File: config.mk
export PLATFORM = sky130hd
export DESIGN_NAME = imm_encoder
export DESIGN_NICKNAME = d
export VERILOG_FILES = /design/src/rtl/imm_encoder.sv
export SDC_FILE = /design/constraint.sdc
export NUM_CORES = 1
export LEC_CHECK = 0
export CORE_MARGIN = 4
export CORE_UTILIZATION = 40
export DETAILED_ROUTE_END_ITERATION = 10
export GPL_TIMING_DRIVEN = 0
export PLACE_DENSITY = 0.71
export SYNTH_ARGS = -nofsm -noshare
export SYNTH_HDL_FRONTEND = slang
export SYNTH_SLANG_ARGS = --single-unit
File: constraint.sdc
create_clock -name clk -period 9.6 [get_ports clk]
set_input_delay 1.92 -clock clk [delete_from_list [all_inputs] [get_ports clk]]
set_output_delay 1.92 -clock clk [all_outputs]
set_load 0.005 [all_outputs]
File: src/rtl/imm_encoder.sv
// RV32I instruction packer: scatters a 32-bit immediate into R/I/S/B/U/J encodings and flags unrepresentable values.
// Two-stage pipeline, 2-cycle latency, valid/ready backpressure; in_ready falls only when both stages are full and out is stalled.
module imm_encoder #(
  parameter int ERR_CNT_WIDTH = 8
) (
  input  logic                     clk,
  input  logic                     reset_n,
  input  logic                     in_valid,
  output logic                     in_ready,
  input  logic [2:0]               encoding,
  input  logic [6:0]               opcode,
  input  logic [4:0]               rd,
  input  logic [2:0]               funct3,
  input  logic [4:0]               rs1,
  input  logic [4:0]               rs2,
  input  logic [6:0]               funct7,
  input  logic [31:0]              imm,
  output logic                     out_valid,
  input  logic                     out_ready,
  output logic [31:0]              out_instr,
  output logic                     out_range_err,
  output logic [ERR_CNT_WIDTH-1:0] err_count
);

  typedef enum logic [2:0] {
    ENC_R = 3'd0,
    ENC_I = 3'd1,
    ENC_S = 3'd2,
    ENC_B = 3'd3,
    ENC_U = 3'd4,
    ENC_J = 3'd5
  } enc_e;

  localparam logic [31:0] NOP_WORD = 32'h0000_0013;

  logic        r_s1_valid;
  logic [2:0]  r_s1_enc;
  logic [6:0]  r_s1_opcode;
  logic [4:0]  r_s1_rd;
  logic [2:0]  r_s1_funct3;
  logic [4:0]  r_s1_rs1;
  logic [4:0]  r_s1_rs2;
  logic [6:0]  r_s1_funct7;
  logic [31:0] r_s1_imm;

  logic                     r_s2_valid;
  logic [31:0]              r_s2_instr;
  logic                     r_s2_err;
  logic [ERR_CNT_WIDTH-1:0] r_err_count;

  logic        w_s2_load;
  logic        w_s1_load;
  logic [31:0] w_instr;
  logic        w_err;
  logic        w_i_ok;
  logic        w_b_ok;
  logic        w_u_ok;
  logic        w_j_ok;

  assign w_s2_load = !r_s2_valid || out_ready;
  assign w_s1_load = !r_s1_valid || w_s2_load;
  // Pipeline is flushed while reset is held, so it can always take a bundle then.
  assign in_ready  = !reset_n || w_s1_load;

  assign out_valid     = r_s2_valid;
  assign out_instr     = r_s2_instr;
  assign out_range_err = r_s2_err;
  assign err_count     = r_err_count;

  assign w_i_ok = (r_s1_imm[31:11] == {21{r_s1_imm[11]}});
  assign w_b_ok = !r_s1_imm[0] && (r_s1_imm[31:12] == {20{r_s1_imm[12]}});
  assign w_u_ok = (r_s1_imm[11:0] == 12'd0);
  assign w_j_ok = !r_s1_imm[0] && (r_s1_imm[31:20] == {12{r_s1_imm[20]}});

  always_comb begin
    w_instr = NOP_WORD;
    w_err   = 1'b1;
    case (r_s1_enc)
      ENC_R: begin
        w_instr = {r_s1_funct7, r_s1_rs2, r_s1_rs1, r_s1_funct3, r_s1_rd, r_s1_opcode};
        w_err   = 1'b0;
      end
      ENC_I: begin
        w_instr = {r_s1_imm[11:0], r_s1_rs1, r_s1_funct3, r_s1_rd, r_s1_opcode};
        w_err   = !w_i_ok;
      end
      ENC_S: begin
        w_instr = {r_s1_imm[11:5], r_s1_rs2, r_s1_rs1, r_s1_funct3, r_s1_imm[4:0], r_s1_opcode};
        w_err   = !w_i_ok;
      end
      ENC_B: begin
        w_instr = {r_s1_imm[12], r_s1_imm[10:5], r_s1_rs2, r_s1_rs1, r_s1_funct3,
                   r_s1_imm[4:1], r_s1_imm[11], r_s1_opcode};
        w_err   = !w_b_ok;
      end
      ENC_U: begin
        w_instr = {r_s1_imm[31:12], r_s1_rd, r_s1_opcode};
        w_err   = !w_u_ok;
      end
      ENC_J: begin
        w_instr = {r_s1_imm[20], r_s1_imm[10:1], r_s1_imm[11], r_s1_imm[19:12],
                   r_s1_rd, r_s1_opcode};
        w_err   = !w_j_ok;
      end
      default: begin
        w_instr = NOP_WORD;
        w_err   = 1'b1;
      end
    endcase
  end

  // S1 payload carries no reset; it is only consumed when r_s1_valid is set.
  always_ff @(posedge clk) begin
    if (in_valid && w_s1_load) begin
      r_s1_enc    <= encoding;
      r_s1_opcode <= opcode;
      r_s1_rd     <= rd;
      r_s1_funct3 <= funct3;
      r_s1_rs1    <= rs1;
      r_s1_rs2    <= rs2;
      r_s1_funct7 <= funct7;
      r_s1_imm    <= imm;
    end
  end

  always_ff @(posedge clk) begin
    if (!reset_n) begin
      r_s1_valid  <= 1'b0;
      r_s2_valid  <= 1'b0;
      r_s2_instr  <= 32'd0;
      r_s2_err    <= 1'b0;
      r_err_count <= '0;
    end else begin
      if (w_s1_load) begin
        r_s1_valid <= in_valid;
      end
      if (w_s2_load) begin
        r_s2_valid <= r_s1_valid;
        if (r_s1_valid) begin
          r_s2_instr <= w_instr;
          r_s2_err   <= w_err;
        end
      end
      if (r_s2_valid && out_ready && r_s2_err && (r_err_count != '1)) begin
        r_err_count <= r_err_count + {{(ERR_CNT_WIDTH-1){1'b0}}, 1'b1};
      end
    end
  end

endmodule

==> results of run 1 <==
-- layer usage --
layer | GRT usage | up-vias | part of all wire | wire (um)
li1 | - | 1628 | - | -
met1 | 0.227 | 1624 | 0.45 | 4970
met2 | 0.284 | 107 | 0.48 | 5380
met3 | 0.0403 | 13 | 0.053 | 584
met4 | 0.0633 | 0 | 0.016 | 177
met5 | 0 | - | 0 | 0
-- where the power goes --
part / switching (uW) / total, uW / internal (uW)
registers: 17.9 / 547 / 529
logic: 47.8 / 112 / 64.3
clock network: 153 / 255 / 102
-- final cells by class --
class,count,area (sq um)
Buffer,22,87.6
Sequential cell,110,2870
Tap cell,140,175
Fill cell,942,4850
Inverter,5,18.8
Clock buffer,11,141
Timing Repair Buffer,115,1180
Multi-Input combinational cell,225,1480
Clock inverter,5,36.3
-- per-stage QoR --
| step | utilization | setup TNS (ps) | setup WS, ps | hold WS [ps] |
|---|---|---|---|---|
| after global placement | 0.531 | -4200 | -64.9 | 487 |
| after detailed placement | 0.536 | 0 | 4120 | 495 |
| after floorplan | - | 0 | 2110 | 481 |
| final | 0.552 | 0 | 4140 | 504 |
| after CTS | 0.552 | 0 | 4120 | 508 |
| after global routing | 0.552 | 0 | 4040 | 535 |
-- layout by cell type, fill, tap and decap left out, drive strengths merged, types with 5 or more instances in the layout --
cell type / netlist / layout
nand4: 6 / 6
clkbuf: 15 / 26
and2: 6 / 6
nor4: 8 / 8
nor2: 29 / 29
o21ai: 15 / 15
nor3b: 19 / 19
a22oi: 14 / 14
buf: 7 / 9
a31oi: 5 / 5
nor3: 5 / 5
nand3: 8 / 8
dfxtp: 43 / 43
nand2: 17 / 17
xor2: 5 / 5
clkdlybuf4s50: 0 / 113
a21oi: 7 / 7
mux2i: 10 / 10
nor2b: 22 / 22
edfxtp: 67 / 67
a221oi: 18 / 18
-- state kept, by name, indices dropped and copies added (netlist names), 5 cells and up --
register     count
err_count        8
out_instr       32
r_s1_funct7      7
r_s1_imm        32
r_s1_opcode      7
r_s1_rd          5
r_s1_rs1         5
r_s1_rs2         5
-- worst max-delay path: cells and delay by family --
kind	cells	cell delay (ps)
buffers and inverters	3	1470
and+or+nand+nor	1	140
-- how the worst min path moves through the flow --
stage | startpoint | endpoint | slack, ps | depth (start not counted)
finish | out_instr[12]$_SDFFE_PN0P_ | out_instr[12]$_SDFFE_PN0P_ | 500 | 2
detailed placement | out_instr[12]$_SDFFE_PN0P_ | out_instr[12]$_SDFFE_PN0P_ | 500 | 2
CTS | out_instr[12]$_SDFFE_PN0P_ | out_instr[12]$_SDFFE_PN0P_ | 510 | 2
global placement | out_instr[8]$_SDFFE_PN0P_ | out_instr[8]$_SDFFE_PN0P_ | 490 | 2
floorplan | r_s1_opcode[2]$_DFFE_PP_ | out_instr[2]$_SDFFE_PN0P_ | 480 | 2
global route | out_instr[16]$_SDFFE_PN0P_ | out_instr[16]$_SDFFE_PN0P_ | 540 | 2
-- cell families after synthesis --
group / after synthesis
adders and majority gates: 1
xor gates and xnor gates: 7
muxes: 12
buffers and inverters: 27
DFF: 110
AOI/OAI and AO/OA: 75
and+or+nand+nor: 130
==> metrics.yaml, run 1 <==
run_status:
  status: "finished, final reports clean"
yosys:
  synth_area_leader_cell: "edfxtp_1"
  synthCells: 362
  yosys.area_share.simple: 0.162
  syn-cell-area_sq_um: 4450
  synth-edff-count: 67
  ys_seq_area_frac: 0.646
  synth_fa_ha_area_frac: 0.00281
  ys_types: 45
  synth-async-reset-ratio: 0
  synth_common_cells: "edfxtp_1, dfxtp_1, nor2_1, nor2b_1, nor3b_1"
  synth-compound-area-share: 0.124
  yosysWarnings: 0
  muxShareOfSynthArea: 0.0276
  synthTopCellsByArea: "edfxtp_1, dfxtp_1, a221oi_1"
  synth_top_area_frac: 0.453
  yosysMostFrequentCell: "edfxtp_1"
  synth_area_per_cell_sq_um: 12.3
  synth_top_family_by_area: "simple AND/OR/NAND/NOR gates"
  synth_xor_area_frac: 0.0138
  syn_nets: 434
  synthFlopType: "edfxtp_1"
  ys_ff_latch: 110
place:
  gp_congestion: 0.869
  post_dp_cell_area_sq_um: 5810
  place_inst: 617
  dpl.hpwl_um: 8390
  portBuffers: 113
drt:
  drcViolationCount: 0
  routed_wl_um: 11100
  ant_nets: 0
  vias: 3372
  drt-pass1-iter-count: 5
  viasPerCell: 5.33
  wl_per_cell_um: 17.6
  drt_iter0_drc: 251
critical_path:
  crit_start: "reset_n"
  slowest_delay_ps: 600
  crit_path_top_delay_cell: "clkdlybuf4s50_1"
  crit_chain: "clkdlybuf4s50_1 > clkbuf_1 > nand3_1 > clkdlybuf4s50_1"
  crit_end: "in_ready"
  cp-end-kind: "output port"
  worstPathRequired_ps: 7680
  r2r_end: "out_instr[15]$_SDFFE_PN0P_"
  criticalPathCategory: "in2out"
  path_max_fanout: 10
  worstPathArrival_ps: 3540
  rr_startpoint: "out_valid$_SDFFE_PN0P_"
  path_common_cell: "clkdlybuf4s50_1"
  reg2reg_depth: 6
  ff2ff_setup_slack_ps: 7510
  start_kind: "input port"
floorplanning:
  die-area_sq_um: 12900
  boundaryPins: 114
  std_cell_rows: 38
  die_w_um: 113
  start_util: 0.410
  die_y_um: 113
  fp.coreArea_sq_um: 10800
final_layout:
  stdcell_count: 633
  final_net_count: 560
  n_antenna_cell: 0
  area_delta_synth_final_pct: 34.7
  postLayoutCellArea_sq_um: 5990
  drive_gt1_frac: 0.0588
sta:
  finalCritPeriodShare: 0.568
  slew_viol_final: 0
  hold_violations: 0
  finalSetupViolations: 0
  finClkSkew_ps: 13.7
  timing.fmax_mhz: 183
  period_needed_ps: 5460
  grt_setup_unrepaired: "no"
  worst_slew_pin_slew_ps: 606
  maxSlewHeadroom: 0.593
global_routing:
  grt_usage: 0.174
  antenna_found_initial: 0
  grt_pass1_wl_um: 17500
  overflow: 0
  grt_max_degree: 33
  grt_pass1_vias: 3346
clocking:
  post_cts_resized: 0
  cts_buffer_depth: 2
  cts_setup_buffers: 0
  cts.sinks: 110
  cts.clk_slew.worst_paths_ps: 90
  cts_root_buffer: "clkbuf_8"
  cts_tree: "done"
  cts_made_buffers: 9
  hold_buffers: 0
  h-tree-depth: 3
  clkLatencyLatePin_ps: 380
pwr:
  p_leak_uw: 0.00207
  ir_drop_mv: 0.0671
  power_uw: 913
  power_density_nw_per_um2: 153
min_path:
  hold_path.class: "reg2reg"
flow_run:
  maxCapViolCount: 0
No activity file was read; power rests on OpenSTA's default activity.
==> run 2: changes to the inputs <==
==> constraint.sdc (replaced) <==
create_clock -name clk -period 5.6 [get_ports clk]
set_input_delay 1.12 -clock clk [delete_from_list [all_inputs] [get_ports clk]]
set_output_delay 1.12 -clock clk [all_outputs]
set_load 0.005 [all_outputs]
==> run 2 against run 1 <==
Register-to-register slack got worse by 4000 ps. Worst setup slack worse by 2400 ps. Via count shrank 0.12%. Hold slack worse by 4.8 ps. First-iteration DRC count down 11%. Power is 68% higher. Sequential cell count unchanged. Non-clock buffer count did not move. Global-route usage grew 0.13 points. Clock power up 60%. Routed wire length about the same. Largest power group unchanged.
==> metrics.yaml, run 2 (same netlist as run 1, synthesis figures left out) <==
drt:
  drt_iter0_drc: 224  # -11%
  routed_wl_um: 11100  # about the same
  vias: 3368  # -0.12%
  viasPerCell: 5.32  # -0.12%
  drcViolationCount: 0  # unchanged
  drt-pass1-iter-count: 5  # unchanged
  wl_per_cell_um: 17.5  # about the same
  ant_nets: 0  # unchanged
run_status:
  status: "finished, final reports clean"
clocking:
  clkLatencyLatePin_ps: 370  # about the same
  post_cts_resized: 0  # unchanged
  hold_buffers: 0  # unchanged
  cts_buffer_depth: 2  # unchanged
  cts_tree: "done"
  cts_root_buffer: "clkbuf_8"
  cts.clk_slew.worst_paths_ps: 90  # about the same
  cts_made_buffers: 9  # unchanged
  cts.sinks: 110  # unchanged
  cts_setup_buffers: 0  # unchanged
  h-tree-depth: 3  # unchanged
min_path:
  hold_path.class: "reg2reg"
  hold_depth: 2  # unchanged
pwr:
  p_leak_uw: 0.00207  # about the same
  power_uw: 1540  # +68%
  ir_drop_mv: 0.130  # +93%
  power_density_nw_per_um2: 258  # +69%
place:
  dpl.hpwl_um: 8400  # +0.15%
  portBuffers: 113  # unchanged
  dp_worst_setup_slack_ps: 1710  # -2410 ps
  gp_congestion: 0.889  # +2.3%
  post_dp_cell_area_sq_um: 5810  # unchanged
floorplanning:
  start_util: 0.410  # unchanged
  die-area_sq_um: 12900  # unchanged
  fp.coreArea_sq_um: 10800  # unchanged
  die_y_um: 113  # unchanged
  boundaryPins: 114  # unchanged
  std_cell_rows: 38  # unchanged
  die_w_um: 113  # unchanged
global_routing:
  grt_pass1_wl_um: 17600  # +0.56%
  grt_pass1_vias: 3365  # +0.57%
  grt_usage: 0.175  # +0.00133
  antenna_found_initial: 0  # unchanged
  overflow: 0  # unchanged
  grt_max_degree: 33  # unchanged
sta:
  finalCritPeriodShare: 0.691
  layout_setup_ws_ps: 1730  # -2410 ps
  finalSetupViolations: 0  # unchanged
  finClkSkew_ps: 13.8  # +0.124 ps
  tns_ps: 0  # unchanged
  worst_slew_pin_slew_ps: 614  # +8.24 ps
  period_needed_ps: 3870
  hold_violations: 0  # unchanged
  grt_setup_unrepaired: "no"
  slew_viol_final: 0  # unchanged
  timing.fmax_mhz: 258
  whs_ps: 500  # -4.82 ps
  maxSlewHeadroom: 0.588  # -0.00553
critical_path:
  worstPathRequired_ps: 4480  # -3200 ps
  worstPathArrival_ps: 2750  # -790 ps
  reg2reg_depth: 6  # unchanged
  cp-end-kind: "output port"
  start_kind: "input port"
  criticalPathCategory: "in2out"
  path_max_fanout: 10  # unchanged
final_layout:
  final_net_count: 560  # unchanged
  area_delta_synth_final_pct: 34.3
  n_antenna_cell: 0  # unchanged
  final_common_cell: "clkdlybuf4s50_1"
  drive_gt1_frac: 0.0568  # -0.00203
  postLayoutCellArea_sq_um: 5970  # -0.31%
  final_cell_mix: "clkdlybuf4s50_1, edfxtp_1, dfxtp_1"
  fillers: 966  # +2.5%
flow_run:
  maxCapViolCount: 0  # unchanged
[run 2: final timing paths]
path                        startpoint                         end  slack, ps
max                            reset_n                    in_ready       1730
min          out_instr[7]$_SDFFE_PN0P_   out_instr[7]$_SDFFE_PN0P_        500
max reg2reg     out_valid$_SDFFE_PN0P_  out_instr[15]$_SDFFE_PN0P_       3510
min reg2reg  out_instr[7]$_SDFFE_PN0P_   out_instr[7]$_SDFFE_PN0P_        500
[run 2: layer usage]
metal  GRT usage  wire length [um]
met1       0.240              4980
met2       0.276              5360
met3      0.0350               561
met4      0.0649               201
met5           0                 0
[run 2: critical path: stages]
cell and delay (ps):
clkdlybuf4s50_1 610, clkbuf_1 410, nand3_1 140, clkdlybuf4s50_1 470
[run 2: stage by stage]
step / instances / util
3_3_place_gp: 615 / 0.531
5_1_grt: 633 / 0.551
3_5_place_dp: 617 / 0.536
4_1_cts: 633 / 0.551
6_report: 633 / 0.551
2_1_floorplan: 362 / -
[run 2: area by class of cell]
class,instances,area [sq um],area share
Clock buffer,11,131,0.0220
Multi-Input combinational cell,225,1480,0.248
Buffer,22,87.6,0.0147
Clock inverter,5,27.5,0.00461
Timing Repair Buffer,115,1180,0.197
Tap cell,140,175,0.0293
Inverter,5,18.8,0.00314
Sequential cell,110,2870,0.481
[run 2: power breakdown]
part           internal [uW]  switching (uW)  total [uW]
Clock                    159             250         409
Sequential               907            30.2         937
Combinational            110            82.2         192
==> run 3: changes to the inputs <==
--- a/config.mk
+++ b/config.mk
@@ -9,7 +9,7 @@
 export CORE_UTILIZATION = 40
 export DETAILED_ROUTE_END_ITERATION = 10
 export GPL_TIMING_DRIVEN = 0
-export PLACE_DENSITY = 0.71
+export PLACE_DENSITY = 0.74
 export SYNTH_ARGS = -nofsm -noshare
 export SYNTH_HDL_FRONTEND = slang
 export SYNTH_SLANG_ARGS = --single-unit
==> constraint.sdc (replaced) <==
create_clock -name clk -period 3.3 [get_ports clk]
set_input_delay 0.66 -clock clk [delete_from_list [all_inputs] [get_ports clk]]
set_output_delay 0.66 -clock clk [all_outputs]
set_load 0.005 [all_outputs]
==> run 3 against run 2 <==
Critical path type unchanged. Combinational power increased by 68%. Worst setup slack got worse by 1400 ps. Die area unchanged. Highest routed layer unchanged.
==> metrics.yaml, run 3 (same netlist as run 1, synthesis figures left out) <==
run_status:
  status: "finished, final reports clean"
pwr:
  power_uw: 2690  # +75%
  ir_drop_mv: 0.224  # +73%
  power_density_nw_per_um2: 449  # +74%
  p_leak_uw: 0.00207  # +0.22%
critical_path:
  start_kind: "input port"
  reg2reg_depth: 6  # unchanged
  worstPathArrival_ps: 2290  # -460 ps
  worstPathRequired_ps: 2640  # -1840 ps
  cp-end-kind: "output port"
  rr_startpoint: "out_valid$_SDFFE_PN0P_"
  crit_path_top_delay_cell: "clkdlybuf4s50_1"
  path_max_fanout: 10  # unchanged
  ff2ff_setup_slack_ps: 1230  # -2280 ps
  criticalPathCategory: "in2out"
  r2r_end: "out_instr[12]$_SDFFE_PN0P_"
  crit_chain: "clkdlybuf4s50_1 > clkbuf_1 > nand3_1 > clkdlybuf4s50_1"
  slowest_delay_ps: 610  # about the same
  path_common_cell: "clkdlybuf4s50_1"
final_layout:
  stdcell_count: 633  # unchanged
  final_common_cell: "clkdlybuf4s50_1"
  drive_gt1_frac: 0.0548  # -0.00203
  final_cell_mix: "clkdlybuf4s50_1, edfxtp_1, dfxtp_1"
  final_net_count: 560  # unchanged
  fillers: 966  # unchanged
  n_antenna_cell: 0  # unchanged
  area_delta_synth_final_pct: 34.6
drt:
  drcViolationCount: 0  # unchanged
  ant_nets: 0  # unchanged
  viasPerCell: 5.37  # +0.89%
  drt_iter0_drc: 212  # -5.4%
  drt-pass1-iter-count: 5  # unchanged
  vias: 3398  # +0.89%
  routed_wl_um: 11000  # -1.0%
  wl_per_cell_um: 17.4  # -1.0%
clocking:
  cts_made_buffers: 9  # unchanged
  cts.clk_slew.worst_paths_ps: 90  # about the same
  cts_setup_buffers: 0  # unchanged
  cts_buffer_depth: 2  # unchanged
  cts.sinks: 110  # unchanged
  h-tree-depth: 3  # unchanged
  clkLatencyLatePin_ps: 370  # about the same
  cts_root_buffer: "clkbuf_8"
  post_cts_resized: 0  # unchanged
  hold_buffers: 0  # unchanged
  cts_tree: "done"
place:
  gp_congestion: 0.859  # -3.3%
  portBuffers: 113  # unchanged
  dpl.hpwl_um: 8250  # -1.8%
  place_inst: 617  # unchanged
min_path:
  hold_path.class: "reg2reg"
  hold_depth: 2  # unchanged
  holdPathEnd: "out_instr[15]$_SDFFE_PN0P_"
  hp-start: "out_instr[15]$_SDFFE_PN0P_"
global_routing:
  grt_pass1_vias: 3315  # -1.5%
  overflow: 0  # unchanged
  antenna_found_initial: 0  # unchanged
  grt_max_degree: 33  # unchanged
  grt_pass1_wl_um: 17200  # -2.3%
  grt_usage: 0.171  # -0.00363
sta:
  grt_setup_unrepaired: "no"
  finClkSkew_ps: 16.8  # +2.97 ps
  finalCritPeriodShare: 0.893
  period_needed_ps: 2950
  timing.fmax_mhz: 339
  tns_ps: 0  # unchanged
  finalSetupViolations: 0  # unchanged
  worst_slew_pin_slew_ps: 635  # +21.4 ps
  hold_violations: 0  # unchanged
  maxSlewHeadroom: 0.574  # -0.0143
  slew_viol_final: 0  # unchanged
floorplanning:
  die-area_sq_um: 12900  # unchanged
  boundaryPins: 114  # unchanged
  die_y_um: 113  # unchanged
  start_util: 0.410  # unchanged
  std_cell_rows: 38  # unchanged
  die_w_um: 113  # unchanged
  fp.coreArea_sq_um: 10800  # unchanged
flow_run:
  maxCapViolCount: 0  # unchanged
[run 3: cell count changes in the layout (fill, tap and decap cells not counted), sizes merged]
| cell | change |
|---|---|
| bufinv | +1 |
| clkinv | -1 |
[run 3: cell type report]
class,instances,area [sq um],area share
buffer,22,87.6,0.0146
clock buffer,11,131,0.0219
clock inverter,5,51.3,0.00857
inverter,5,18.8,0.00314
multi-input combinational,225,1480,0.247
sequential,110,2870,0.480
tap,140,175,0.0293
timing repair buffer,115,1170,0.196
[run 3: worst max-delay path by stage]
stage                    from                      to  slack [ps]  cells past startpoint
finish                reset_n                in_ready         350                      4
CTS                   reset_n                in_ready         330                      4
detailed placement    reset_n                in_ready         330                      4
global route          reset_n                in_ready         260                      4
floorplan           out_ready   r_s1_enc[0]$_DFFE_PP_         280                      2
global placement    out_ready  r_s1_imm[28]$_DFFE_PP_        -910                      3
[run 3: where the power goes]
| group | leakage [uW] | switching (uW) | internal (uW) | total (uW) |
|---|---|---|---|---|
| combinational | 0.000977 | 137 | 186 | 323 |
| sequential | 0.00101 | 51.4 | 1540 | 1590 |
| clock | 0.0000907 | 425 | 347 | 772 |
[run 3: layer usage]
metal,vias to the layer above,routed length (um),global-route usage
met3,16,795,0.0424
met1,1616,4820,0.231
met4,0,256,0.0649
li1,1628,-,-
met2,138,5120,0.268
met5,-,0,0
[run 3: metrics by stage]
stage | setup slack, ps | utilization | area (sq um) | hold WS (ps)
2_1_floorplan | 284 | - | 4450 | 481
3_3_place_gp | -910 | 0.531 | 5760 | 486
3_5_place_dp | 333 | 0.535 | 5800 | 494
4_1_cts | 332 | 0.552 | 5990 | 508
5_1_grt | 257 | 0.552 | 5990 | 543
6_report | 354 | 0.552 | 5990 | 507
[run 3: worst max-delay path, delay by kind of cell]
family	cells	cell delay (ps)
and+or+nand+nor	1	140
buffers and inverters	3	1480
